[config.mk]
export PLATFORM = sky130hd
export DESIGN_NAME = vpipe_inst_issuer_flat
export DESIGN_NICKNAME = d
export VERILOG_FILES = /design/src/rtl/vpipe_pkg.sv /design/src/rtl/vpipe_inst_issuer_if.sv /design/src/rtl/vpipe_prog_fifo.sv /design/src/rtl/vpipe_inst_issuer.sv /design/src/flat_wrapper.sv
export SDC_FILE = /design/constraint.sdc
export NUM_CORES = 1
export LEC_CHECK = 0
export BUFFER_PORTS_ARGS = -buffer_cell sky130_fd_sc_hd__buf_2
export CAP_MARGIN = 20
export CORE_MARGIN = 2
export CORE_UTILIZATION = 39
export DETAILED_ROUTE_END_ITERATION = 10
export PLACE_DENSITY = 0.6
export SLEW_MARGIN = 10
export SYNTH_ARGS = -nofsm -noshare
export SYNTH_HDL_FRONTEND = slang
export SYNTH_SLANG_ARGS = --single-unit
[constraint.sdc]
create_clock -name clk -period 3.2 [get_ports clk]
set_clock_uncertainty 0.05 [all_clocks]
set_input_delay 0.48 -clock clk [delete_from_list [all_inputs] [get_ports clk]]
set_output_delay 0.48 -clock clk [all_outputs]
set_load 0.02 [all_outputs]
[src/rtl/vpipe_pkg.sv]
// Shared definitions for the vpipe instruction issuer: opcode encodings,
// instruction field offsets and the issuer FSM state type.
package vpipe_pkg;

   localparam logic [1:0] OP_NOP = 2'b00;
   localparam logic [1:0] OP_ADD = 2'b01;
   localparam logic [1:0] OP_SUB = 2'b10;
   localparam logic [1:0] OP_AND = 2'b11;

   localparam int OP_LSB  = 6;
   localparam int RS1_LSB = 4;
   localparam int RS2_LSB = 2;
   localparam int RD_LSB  = 0;

   typedef enum logic [2:0] {
      ST_IDLE,
      ST_ISSUE,
      ST_DRAIN,
      ST_READBACK,
      ST_DONE
   } issuer_state_t;

   function automatic logic [1:0] inst_op(input logic [7:0] w);
      return w[OP_LSB +: 2];
   endfunction

endpackage

[src/rtl/vpipe_inst_issuer_if.sv]
// Bundle between the issuer (slave modport) and its environment (master):
// program load, run control, pipeline inst/debug-read port and readback results.
interface vpipe_inst_issuer_if;
   import vpipe_pkg::*;

   // load_valid/load_ready: a word transfers on a rising clk edge where both are
   // high; load_valid must not depend on load_ready, and load_ready may drop
   // without a word being taken (buffer full or not idle).
   logic          load_valid;
   logic [7:0]    load_inst;
   logic          load_ready;
   logic          go;
   logic          busy;
   logic [7:0]    inst;
   logic [1:0]    dummy_read_rf;
   logic [7:0]    dummy_rf_data;
   logic          rd_valid;
   logic [1:0]    rd_idx;
   logic [7:0]    rd_data;
   logic          done;
   logic [4:0]    issued_cnt;
   issuer_state_t state_dbg;

   modport master (
      output load_valid, load_inst, go, dummy_rf_data,
      input  load_ready, busy, inst, dummy_read_rf, rd_valid, rd_idx, rd_data,
             done, issued_cnt, state_dbg
   );

   modport slave (
      input  load_valid, load_inst, go, dummy_rf_data,
      output load_ready, busy, inst, dummy_read_rf, rd_valid, rd_idx, rd_data,
             done, issued_cnt, state_dbg
   );

endinterface

[src/rtl/vpipe_prog_fifo.sv]
// DEPTH x 8 program buffer: synchronous FIFO with occupancy count and a
// synchronous clear that empties it between runs.
module vpipe_prog_fifo #(
   parameter  int DEPTH = 8,
   localparam int AW    = $clog2(DEPTH),
   localparam int CW    = AW + 1
) (
   input  logic          clk,
   input  logic          rst,
   input  logic          clr_i,
   input  logic          wr_en_i,
   input  logic [7:0]    wr_data_i,
   input  logic          rd_en_i,
   output logic [7:0]    rd_data_o,
   output logic [CW-1:0] count_o
);

   logic [7:0]    mem_q [DEPTH];
   logic [AW-1:0] wr_ptr_q, wr_ptr_d;
   logic [AW-1:0] rd_ptr_q, rd_ptr_d;
   logic [CW-1:0] count_q, count_d;
   logic          wr_ok;
   logic          rd_ok;

   always_comb begin
      wr_ok    = wr_en_i && (count_q != CW'(DEPTH));
      rd_ok    = rd_en_i && (count_q != '0);
      wr_ptr_d = wr_ptr_q;
      rd_ptr_d = rd_ptr_q;
      count_d  = count_q;
      if (clr_i) begin
         wr_ptr_d = '0;
         rd_ptr_d = '0;
         count_d  = '0;
      end else begin
         if (wr_ok) wr_ptr_d = wr_ptr_q + AW'(1);
         if (rd_ok) rd_ptr_d = rd_ptr_q + AW'(1);
         case ({wr_ok, rd_ok})
            2'b10:   count_d = count_q + CW'(1);
            2'b01:   count_d = count_q - CW'(1);
            default: count_d = count_q;
         endcase
      end
   end

   always_ff @(posedge clk) begin
      if (rst) begin
         wr_ptr_q <= '0;
         rd_ptr_q <= '0;
         count_q  <= '0;
      end else begin
         wr_ptr_q <= wr_ptr_d;
         rd_ptr_q <= rd_ptr_d;
         count_q  <= count_d;
      end
   end

   // Pointers wrap naturally because DEPTH is a power of two.
   always_ff @(posedge clk) begin
      if (wr_ok && !clr_i) mem_q[wr_ptr_q] <= wr_data_i;
   end

   assign rd_data_o = mem_q[rd_ptr_q];
   assign count_o   = count_q;

endmodule

[src/rtl/vpipe_inst_issuer.sv]
// Buffers a program, issues it to the pipeline, drains, then reads back r0..r3.
// Define VPIPE_ISSUER_NOP_PAD_EN to pad every non-NOP word with DRAIN NOPs.
module vpipe_inst_issuer
   import vpipe_pkg::*;
#(
   parameter int DEPTH = 8,
   parameter int DRAIN = 3
) (
   input logic               clk,
   input logic               rst,
   vpipe_inst_issuer_if.slave bus
);

   localparam int CW    = $clog2(DEPTH) + 1;
   localparam int CNT_W = (DRAIN > 4) ? $clog2(DRAIN + 1) : 3;

   issuer_state_t    state_q, state_d;
   logic [CNT_W-1:0] cnt_q, cnt_d;
   logic [7:0]       inst_q, inst_d;
   logic [4:0]       issued_q, issued_d;
   logic             rd_valid_q, rd_valid_d;
   logic [1:0]       rd_idx_q, rd_idx_d;
   logic [7:0]       rd_data_q, rd_data_d;

   logic             fifo_wr, fifo_rd, fifo_clr;
   logic [7:0]       fifo_rd_data;
   logic [CW-1:0]    fifo_count;
   logic             load_ready;
   logic             load_fire;
   logic             word_issue;
   logic             pad_hold;

   vpipe_prog_fifo #(.DEPTH(DEPTH)) u_fifo (
      .clk       (clk),
      .rst       (rst),
      .clr_i     (fifo_clr),
      .wr_en_i   (fifo_wr),
      .wr_data_i (bus.load_inst),
      .rd_en_i   (fifo_rd),
      .rd_data_o (fifo_rd_data),
      .count_o   (fifo_count)
   );

   always_comb begin
      state_d    = state_q;
      cnt_d      = cnt_q;
      inst_d     = 8'h00;
      issued_d   = issued_q;
      rd_valid_d = 1'b0;
      rd_idx_d   = rd_idx_q;
      rd_data_d  = rd_data_q;
      fifo_wr    = 1'b0;
      fifo_rd    = 1'b0;
      fifo_clr   = 1'b0;
      word_issue = 1'b0;
      load_ready = (state_q == ST_IDLE) && (fifo_count < CW'(DEPTH));
      load_fire  = bus.load_valid && load_ready;

      unique case (state_q)
         ST_IDLE: begin
            fifo_wr = load_fire;
            if (bus.go) begin
               cnt_d    = '0;
               issued_d = 5'd0;
               // The first word is presented at the go edge so inst shows it next cycle.
               if (fifo_count != '0) begin
                  fifo_rd    = 1'b1;
                  inst_d     = fifo_rd_data;
                  word_issue = 1'b1;
                  issued_d   = 5'd1;
                  state_d    = ST_ISSUE;
               end else if (load_fire) begin
                  fifo_wr    = 1'b0;
                  inst_d     = bus.load_inst;
                  word_issue = 1'b1;
                  issued_d   = 5'd1;
                  state_d    = ST_ISSUE;
               end else begin
                  state_d = ST_DRAIN;
               end
            end
         end
         ST_ISSUE: begin
            if (!pad_hold) begin
               if (fifo_count != '0) begin
                  fifo_rd    = 1'b1;
                  inst_d     = fifo_rd_data;
                  word_issue = 1'b1;
                  issued_d   = issued_q + 5'd1;
               end else begin
                  state_d = ST_DRAIN;
                  cnt_d   = '0;
               end
            end
         end
         ST_DRAIN: begin
            if (cnt_q == CNT_W'(DRAIN - 1)) begin
               state_d = ST_READBACK;
               cnt_d   = '0;
            end else begin
               cnt_d = cnt_q + CNT_W'(1);
            end
         end
         ST_READBACK: begin
            // Counts 0..3 sample r0..r3; count 4 lets the last result register out.
            if (cnt_q == CNT_W'(4)) begin
               state_d = ST_DONE;
            end else begin
               rd_valid_d = 1'b1;
               rd_idx_d   = cnt_q[1:0];
               rd_data_d  = bus.dummy_rf_data;
               cnt_d      = cnt_q + CNT_W'(1);
            end
         end
         ST_DONE: begin
            fifo_clr = 1'b1;
            state_d  = ST_IDLE;
         end
         default: state_d = ST_IDLE;
      endcase
   end

`ifdef VPIPE_ISSUER_NOP_PAD_EN
   logic [CNT_W-1:0] pad_q, pad_d;

   always_comb begin
      pad_d = pad_q;
      if (word_issue) pad_d = (inst_op(inst_d) != OP_NOP) ? CNT_W'(DRAIN) : '0;
      else if (pad_q != '0) pad_d = pad_q - CNT_W'(1);
   end

   always_ff @(posedge clk) begin
      if (rst) pad_q <= '0;
      else     pad_q <= pad_d;
   end

   assign pad_hold = (pad_q != '0);
`else
   logic pad_unused;
   assign pad_unused = word_issue;
   assign pad_hold   = 1'b0;
`endif

   always_ff @(posedge clk) begin
      if (rst) begin
         state_q    <= ST_IDLE;
         cnt_q      <= '0;
         inst_q     <= 8'h00;
         issued_q   <= 5'd0;
         rd_valid_q <= 1'b0;
         rd_idx_q   <= 2'd0;
         rd_data_q  <= 8'h00;
      end else begin
         state_q    <= state_d;
         cnt_q      <= cnt_d;
         inst_q     <= inst_d;
         issued_q   <= issued_d;
         rd_valid_q <= rd_valid_d;
         rd_idx_q   <= rd_idx_d;
         rd_data_q  <= rd_data_d;
      end
   end

   assign bus.load_ready    = load_ready;
   assign bus.busy          = (state_q != ST_IDLE);
   assign bus.inst          = inst_q;
   assign bus.dummy_read_rf = (state_q == ST_READBACK) ? cnt_q[1:0] : 2'd0;
   assign bus.rd_valid      = rd_valid_q;
   assign bus.rd_idx        = rd_idx_q;
   assign bus.rd_data       = rd_data_q;
   assign bus.done          = (state_q == ST_DONE);
   assign bus.issued_cnt    = issued_q;
   assign bus.state_dbg     = state_q;

endmodule

[src/flat_wrapper.sv]
// flat-port wrapper written by rule: the top's interface ports become plain ports
module vpipe_inst_issuer_flat import vpipe_pkg::*;
#(
   parameter int DEPTH = 8,
   parameter int DRAIN = 3
)
  (clk, rst, bus_load_valid, bus_load_inst, bus_go, bus_dummy_rf_data, bus_load_ready, bus_busy, bus_inst, bus_dummy_read_rf, bus_rd_valid, bus_rd_idx, bus_rd_data, bus_done, bus_issued_cnt, bus_state_dbg);
  vpipe_inst_issuer_if bus_i ();
  input logic clk;
  input logic rst;
  input wire logic [$bits(bus_i.load_valid)-1:0] bus_load_valid;
  input wire logic [$bits(bus_i.load_inst)-1:0] bus_load_inst;
  input wire logic [$bits(bus_i.go)-1:0] bus_go;
  input wire logic [$bits(bus_i.dummy_rf_data)-1:0] bus_dummy_rf_data;
  output wire logic [$bits(bus_i.load_ready)-1:0] bus_load_ready;
  output wire logic [$bits(bus_i.busy)-1:0] bus_busy;
  output wire logic [$bits(bus_i.inst)-1:0] bus_inst;
  output wire logic [$bits(bus_i.dummy_read_rf)-1:0] bus_dummy_read_rf;
  output wire logic [$bits(bus_i.rd_valid)-1:0] bus_rd_valid;
  output wire logic [$bits(bus_i.rd_idx)-1:0] bus_rd_idx;
  output wire logic [$bits(bus_i.rd_data)-1:0] bus_rd_data;
  output wire logic [$bits(bus_i.done)-1:0] bus_done;
  output wire logic [$bits(bus_i.issued_cnt)-1:0] bus_issued_cnt;
  output wire logic [$bits(bus_i.state_dbg)-1:0] bus_state_dbg;
  assign bus_i.load_valid = bus_load_valid;
  assign bus_i.load_inst = bus_load_inst;
  assign bus_i.go = bus_go;
  assign bus_i.dummy_rf_data = bus_dummy_rf_data;
  assign bus_load_ready = bus_i.load_ready;
  assign bus_busy = bus_i.busy;
  assign bus_inst = bus_i.inst;
  assign bus_dummy_read_rf = bus_i.dummy_read_rf;
  assign bus_rd_valid = bus_i.rd_valid;
  assign bus_rd_idx = bus_i.rd_idx;
  assign bus_rd_data = bus_i.rd_data;
  assign bus_done = bus_i.done;
  assign bus_issued_cnt = bus_i.issued_cnt;
  assign bus_state_dbg = bus_i.state_dbg;
  vpipe_inst_issuer #(.DEPTH(DEPTH), .DRAIN(DRAIN)) u_core (.clk(clk), .rst(rst), .bus(bus_i));
endmodule
# Word-level counts from Yosys, hierarchy flattened
# Memories as Yosys holds them, arrays and structs flattened. A register that Yosys moved wholly into a read port is not among the register bits.
# Index checks and enable logic that the tools add are counted.
[word_totals]
ff_bits = 40
input_bits = 20
mem_bits_rw = 64
memories = 1
[op_classes]
n_bitwise = 2
add_sub_neg = 6
mux = 36
eq_ne = 15
n_reduce_logical = 18
order_cmp = 1
[mem_list]
columns = ["name", "words", "width", "read_ports", "rd_clocked_by_memory_dff", "wr", "line_no", "rtl"]
rows = [
  ["u_core.u_fifo.mem_q", 8, 8, 1, 1, 1, "vpipe_prog_fifo.sv:18", "logic [7:0] mem_q [DEPTH];"],
]
[ops]
columns = ["op", "count"]
rows = [
  ["$mux W3", 11],
  ["$mux W8", 4],
  ["$pmux W3 S4", 2],
  ["$pmux W8 S2", 1],
  ["$mux W5", 3],
  ["$mux W1", 10],
  ["$pmux W5 S2", 1],
  ["$add A3 B1 Y3 const B", 3],
  ["$eq A3 B2 Y1 const B", 3],
  ["$pmux W4 S2", 1],
  ["$reduce_and A4 Y1", 2],
  ["$reduce_bool A4 Y1", 2],
  ["$eq A3 B3 Y1 const B", 2],
  ["$ne A2 B1 Y1 const B", 3],
  ["$ne A2 B2 Y1 const B", 3],
  ["$add A5 B1 Y5 const B", 1],
  ["$logic_and A1 B1 Y1", 5],
  ["$add A4 B1 Y4 const B", 1],
  ["$lt A4 B4 Y1 const B", 1],
  ["$mux W2", 2],
  ["$ne A4 B4 Y1 const B", 1],
  ["$reduce_bool A2 Y1", 2],
  ["$reduce_or A2 Y1", 2],
  ["$sub A4 B1 Y4 const B", 1],
  ["other kinds (10)", 11],
]

# Longest topological paths before layout
[depth]
ltp_word = 10
mapped_depth = 12

# Cells and area by module
# A second synthesis with hierarchy kept.
[unflattened]
hier_cells = 322
area_unflattened_um2 = 4586.9
[modules_own_cells]
columns = ["mod", "cells_each", "instances", "area_per_inst_um2"]
rows = [
  ["vpipe_prog_fifo", 168, 1, 3150.5],
  ["vpipe_inst_issuer", 154, 1, 1436.4],
]

# Worst setup path after synthesis
# Ideal clock, no wire load.
[synth_timing]
path_type = "reg-to-reg"
start = "register u_core.state_q[2] (netlist: u_core.bus.state_dbg[2])"
end = "register u_core.u_fifo.count_q[3] (netlist: u_core.u_fifo.count_o[3])"
arrival_ns = 2.713
stages_incl_launch_ff = 12
setup_ns = 0.070
setup_slack_ns = 0.368
required_ns = 3.080
cell_sequence = "dfxtp_1 > buf_6 > or3_1 > clkbuf_2 > nor3_2 > inv_2 > ha_1 > ha_1 > a21oi_1 > a211o_1 > a21o_1 > a21oi_1"
[synth_via]
elab_chain_len = 9
elab_cells_between_ends = 17
cone_classes = "4 x eq/ne; 6 x mux; 7 x reduce/logical"
[synth_lines]
columns = ["element", "line_no", "rtl"]
rows = [
  ["from (decl)", "vpipe_inst_issuer.sv:17", "issuer_state_t state_q, state_d;"],
  ["from (signal assigned)", "vpipe_inst_issuer.sv:154", "state_q <= state_d;"],
  ["$logic_not A3 Y1", "vpipe_inst_issuer.sv:56, vpipe_inst_issuer.sv:59", ""],
  ["$logic_and A1 B1 Y1", "vpipe_inst_issuer.sv:56", "load_ready = (state_q == ST_IDLE) && (fifo_count < CW'(DEPTH));"],
  ["$logic_and A1 B1 Y1", "vpipe_inst_issuer.sv:57", "load_fire = bus.load_valid && load_ready;"],
  ["$mux W1", "vpipe_inst_issuer.sv:66", "if (fifo_count != '0) begin"],
  ["$mux W1", "vpipe_inst_issuer.sv:62", "if (bus.go) begin"],
  ["$mux W1", "vpipe_inst_issuer.sv:59", "unique case (state_q)"],
  ["$logic_and A1 B1 Y1", "vpipe_prog_fifo.sv:26", "wr_ok = wr_en_i && (count_q != CW'(DEPTH));"],
  ["$eq A2 B1 Y1 / $eq A2 B2 Y1 (equally long branches)", "vpipe_prog_fifo.sv:38", "case ({wr_ok, rd_ok})"],
  ["$pmux W4 S2 / $reduce_bool A2 Y1 (equally long branches)", "n/a", ""],
  ["to (signal assigned)", "vpipe_prog_fifo.sv:54", "count_q <= count_d;"],
  ["to (decl)", "vpipe_prog_fifo.sv:21", "logic [CW-1:0] count_q, count_d;"],
]
# Several ways; a longest one is shown, not always the timed one.
# A chain may end at the register's enable or synchronous reset.

# Worst setup path after layout
# Ends and elaborated chain as after synthesis.

==> report_table.html <==
<table>
<tr><th>Metric</th><th>Value</th></tr>
<tr><th colspan="2">Setup path</th></tr>
<tr><td>Worst Path Max Fanout</td><td>11</td></tr>
<tr><td>Bufs and invs on worst path</td><td>1</td></tr>
<tr><td>Cell breakdown of the critical path</td><td>or3_1, nor3_2, inv_2, ha_1, ha_1, a21oi_1, a211o_1, a21o_1, a21oi_1</td></tr>
<tr><td>Worst setup path category</td><td>register to register</td></tr>
<tr><td>Peak per-stage delay on the critical path</td><td>0.50 ns</td></tr>
<tr><td>Worst EP required</td><td>3.43 ns</td></tr>
<tr><td>Setup crit start kind</td><td>register</td></tr>
<tr><td>Critical path data arrival time</td><td>3.11 ns</td></tr>
<tr><td>Family of cells with the greatest summed delay on the critical path</td><td>simple AND/OR/NAND/NOR gates</td></tr>
<tr><td>Slowest cell on the critical path</td><td>or3_1</td></tr>
<tr><td>Nature of the critical path endpoint</td><td>register</td></tr>
<tr><th colspan="2">Logic synthesis</th></tr>
<tr><td>Number of warning messages in the yosys log</td><td>0</td></tr>
<tr><td>Post-synthesis average cell area</td><td>13.7 sq um</td></tr>
<tr><td>Synth top cells by count</td><td>64 x edfxtp_1, 43 x dfxtp_1, 25 x a21oi_1, 20 x nor2_1, 18 x nand2_1</td></tr>
<tr><td>Number of unique standard cell types used by synthesis</td><td>46</td></tr>
<tr><td>Most common cell in the netlist</td><td>edfxtp_1</td></tr>
<tr><td>Post-Synth Simple-Gate Area</td><td>0.117</td></tr>
<tr><td>Register area share after synthesis</td><td>0.633</td></tr>
<tr><td>Portion of synthesized cell area occupied by the leading cell type</td><td>0.437</td></tr>
<tr><td>Multiplexer share of the synthesized area</td><td>0.102</td></tr>
<tr><td>Largest family of logic cells by synthesized area</td><td>simple AND/OR/NAND/NOR gates</td></tr>
<tr><td>Share of synthesized registers carrying an async set or reset</td><td>0</td></tr>
<tr><td>Flip-flop and latch count after synthesis</td><td>107</td></tr>
<tr><td>Largest cells by area after synthesis</td><td>edfxtp_1 44%, dfxtp_1 20%, mux4_2 8.2%, a21oi_1 2.8%, ha_1 2.6%</td></tr>
<tr><td>Compound-cell area share of the yosys netlist</td><td>0.0754</td></tr>
<tr><td>Flip-flop cell with the highest count after synthesis</td><td>edfxtp_1</td></tr>
<tr><td>Leading area contributor after synthesis</td><td>edfxtp_1</td></tr>
<tr><td>Number of synthesized flops with an enable pin</td><td>64</td></tr>
<tr><td>Post-synth design cell area</td><td>4400 sq um</td></tr>
<tr><td>Post-synthesis instance total</td><td>321</td></tr>
<tr><td>Share of synthesized cell area in full adder, half adder and majority cells</td><td>0.0301</td></tr>
<tr><td>XOR/XNOR share of the synthesized area</td><td>0.0139</td></tr>
<tr><td>Syn_nets</td><td>351</td></tr>
<tr><th colspan="2">STA</th></tr>
<tr><td>Count of endpoints failing hold in the final timing report</td><td>0</td></tr>
<tr><td>Worst slew margin relative to its limit</td><td>0.448</td></tr>
<tr><td>Final Cycle Share</td><td>0.900</td></tr>
<tr><td>Max Clk Rate</td><td>347 MHz</td></tr>
<tr><td>Setup TNS</td><td>0 ns</td></tr>
<tr><td>Fin. max-slew vios</td><td>0</td></tr>
<tr><td>Period minus WS final</td><td>2.88 ns</td></tr>
<tr><td>Number of failing setup endpoints in the final timing report</td><td>0</td></tr>
<tr><td>Least-Margin Pin Slew</td><td>0.826 ns</td></tr>
<tr><td>RSZ-0062 raised after global routing</td><td>no</td></tr>
<tr><th colspan="2">Route</th></tr>
<tr><td>Count of vias placed by the detailed router</td><td>2777</td></tr>
<tr><td>Detailed Route WL</td><td>8.84 mm</td></tr>
<tr><td>Average wire length per cell after detail routing</td><td>16.9 microns</td></tr>
<tr><td>Vias per Instance</td><td>5.30</td></tr>
<tr><td>Met1 Routed Length</td><td>3.99 mm</td></tr>
<tr><td>DRC errors left</td><td>0</td></tr>
<tr><td>Routed met2 length</td><td>4.45 mm</td></tr>
<tr><td>Drt first-iter violations</td><td>175</td></tr>
<tr><td>Met3 layer wire length in the routed design</td><td>310 microns</td></tr>
<tr><td>Top layer reached by signal wires</td><td>met4</td></tr>
<tr><td>Length of the first detailed-routing pass in iterations</td><td>4</td></tr>
<tr><td>Count of nets left with antenna violations after detail routing</td><td>0</td></tr>
<tr><th colspan="2">Placement</th></tr>
<tr><td>Inst Count DP</td><td>508</td></tr>
<tr><td>Final Wtd Congestion</td><td>0.821</td></tr>
<tr><td>DP HPWL</td><td>5.90 mm</td></tr>
<tr><td>Post-place instance area</td><td>4840 sq um</td></tr>
<tr><td>Count of buffers from port buffering</td><td>51</td></tr>
<tr><th colspan="2">Clocking</th></tr>
<tr><td>Total setup buffers inserted after CTS</td><td>0</td></tr>
<tr><td>Root Driver</td><td>clkbuf_16</td></tr>
<tr><td>Latest clock arrival within the worst-skew pair</td><td>0.35 ns</td></tr>
<tr><td>Number of buffers inserted by hold repair at cts</td><td>0</td></tr>
<tr><td>Clock buffer count from CTS</td><td>9</td></tr>
<tr><td>Resized Gates After CTS</td><td>0</td></tr>
<tr><td>TritonCTS clock tree</td><td>done</td></tr>
<tr><td>Clock tree sinks</td><td>107</td></tr>
<tr><td>Reg clk slew, reported paths</td><td>0.08 ns</td></tr>
<tr><td>Count of H-tree levels built during CTS</td><td>3</td></tr>
<tr><td>Max Buffers Root-to-Sink</td><td>2</td></tr>
<tr><th colspan="2">Power and ir drop</th></tr>
<tr><td>VDD IR max</td><td>0.490 mV</td></tr>
<tr><td>Part of the power in registers</td><td>0.447</td></tr>
<tr><td>Combinational share of power</td><td>0.272</td></tr>
<tr><td>Sw Share</td><td>0.328</td></tr>
<tr><td>Power density of the placed cells</td><td>742 nW/um^2</td></tr>
<tr><td>Power share of the clock group</td><td>0.281</td></tr>
<tr><td>Net Sw Power</td><td>1.25 mW</td></tr>
<tr><td>Internal power of the cells</td><td>2.56 mW</td></tr>
<tr><td>Static leakage</td><td>1.81 nW</td></tr>
<tr><th colspan="2">Die</th></tr>
<tr><td>Die width</td><td>110 microns</td></tr>
<tr><td>Core area</td><td>10900 sq um</td></tr>
<tr><td>Height of the chip</td><td>110 microns</td></tr>
<tr><td>Initial core utilization</td><td>0.402</td></tr>
<tr><td>Number of core rows</td><td>38</td></tr>
<tr><td>I/O pins</td><td>52</td></tr>
<tr><td>Die outline area</td><td>12100 sq um</td></tr>
<tr><th colspan="2">Cells and area</th></tr>
<tr><td>Fraction of layout instances using a drive strength above 1</td><td>0.279</td></tr>
<tr><td>Core utilization of the finished layout</td><td>0.470</td></tr>
<tr><td>Non-Filler Instances</td><td>524</td></tr>
<tr><td>Area growth from synthesis to final layout</td><td>16.8%</td></tr>
<tr><td>Fin area</td><td>5140 sq um</td></tr>
<tr><td>Antenna diode count</td><td>0</td></tr>
<tr><td>Number of nets at the end of the flow</td><td>409</td></tr>
<tr><th colspan="2">Job</th></tr>
<tr><td>Max capacitance violation total</td><td>0</td></tr>
<tr><th colspan="2">GRT</th></tr>
<tr><td>Via count of the first global-routing pass</td><td>2758</td></tr>
<tr><td>Pin count of the biggest net entering global routing</td><td>25</td></tr>
<tr><td>Antenna violations before repair</td><td>0</td></tr>
<tr><td>Final global-route overflow total</td><td>0</td></tr>
<tr><td>Global Route Usage Sum</td><td>0.159</td></tr>
<tr><td>First-pass GRT wire length</td><td>14.3 mm</td></tr>
<tr><th colspan="2">Min path</th></tr>
<tr><td>Path category of the worst min-delay check</td><td>primary input to register</td></tr>
<tr><th colspan="2">Status</th></tr>
<tr><td>Outcome</td><td>complete, no violations</td></tr>
</table>
## worst reg2reg max path: stages, from the launching register on
cell,delay (ns)
dfxtp_1,0.41
or3_1,0.50
nor3_2,0.39
inv_2,0.12
ha_1,0.29
ha_1,0.36
a21oi_1,0.11
a211o_1,0.32
a21o_1,0.16
a21oi_1,0.12
## cells in the final DEF, fill, tap and decap left out, types with 2 or more instances in the layout
cell type,instances
nand3_1,17
a21o_1,3
ha_1,9
nand4_1,4
o2bb2ai_1,8
inv_8,2
clkbuf_16,9
o31ai_1,2
a21oi_1,25
inv_1,8
nand2b_1,4
dfxtp_1,43
buf_4,13
or2_2,2
o2111ai_1,2
nand2_1,18
nor4b_1,3
xnor2_1,3
nor4_1,2
or3_1,3
edfxtp_1,64
nor3_1,9
nor2_1,20
xor2_1,4
mux2i_1,9
o21ai_0,5
mux4_2,16
buf_2,51
or4_1,4
## flip-flops by register name, summed over array words and instances, names as in the netlist, named ones only
name                    count
u_core.u_fifo.mem_q        64
u_core.bus.rd_data          8
u_core.cnt_q                3
u_core.bus.inst             8
u_core.bus.rd_valid         1
u_core.bus.issued_cnt       5
u_core.bus.rd_idx           2
u_core.u_fifo.wr_ptr_q      3
u_core.u_fifo.count_o       4
u_core.u_fifo.rd_ptr_q      3
u_core.bus.state_dbg        3
## logic make-up (layout without fill, tap and decap cells)
group | after synthesis | in the layout
AO/OA/AOI/OAI | 51 | 51
XOR/XNOR | 7 | 7
adder cells (fa/ha/maj) | 10 | 10
buffers and inverters | 26 | 89
flip-flops | 107 | 107
multiplexers | 25 | 25
AND/OR/NAND/NOR | 95 | 95
## stage by stage
step / setup slack (ns) / total power [mW] / hold WS (ns)
2_1_floorplan: 0.368 / 2.47 / 0.420
3_3_place_gp: 0.468 / 2.75 / 0.390
3_5_place_dp: 0.362 / 2.78 / 0.396
4_1_cts: 0.315 / 3.85 / 0.315
5_1_grt: 0.0958 / 4.02 / 0.324
6_report: 0.319 / 3.81 / 0.323
## routing by layer
layer | vias up | GRT usage
li1 | 1337 | -
met1 | 1381 | 0.211
met2 | 49 | 0.260
met3 | 10 | 0.0335
met4 | 0 | 0.0536
met5 | - | 0
## area by class of cell
| class | count | area (sq um) |
|---|---|---|
| Clock buffer | 9 | 225 |
| Clock inverter | 7 | 68.8 |
| Fill cell | 1021 | 5800 |
| Inverter | 9 | 33.8 |
| Multi-Input combinational cell | 188 | 1500 |
| Sequential cell | 107 | 2780 |
| Tap cell | 140 | 175 |
| Timing Repair Buffer | 64 | 353 |
## path summary, 6_finish.rpt
kind / cells after the start / slack (ns) / start / to
setup / recovery: 9 / 0.32 / u_core.bus.state_dbg[2] / u_core.u_fifo.count_o[3]
hold / removal: 3 / 0.32 / bus_dummy_rf_data[2] / u_core.bus.rd_data[2]
setup reg to reg: 9 / 0.32 / u_core.bus.state_dbg[2] / u_core.u_fifo.count_o[3]
hold reg to reg: 2 / 0.40 / u_core.bus.rd_data[0] / u_core.bus.rd_data[0]
## power groups by stage
stage | combinational, mW | sequential (mW) | clock, mW
floorplan | 0.684 | 1.79 | 0
global placement | 1.02 | 1.73 | 0
detailed placement | 1.04 | 1.73 | 0
CTS | 1.05 | 1.70 | 1.10
global route | 1.16 | 1.72 | 1.14
finish | 1.04 | 1.70 | 1.07
Note: power is estimated with default switching activity, not from simulation.
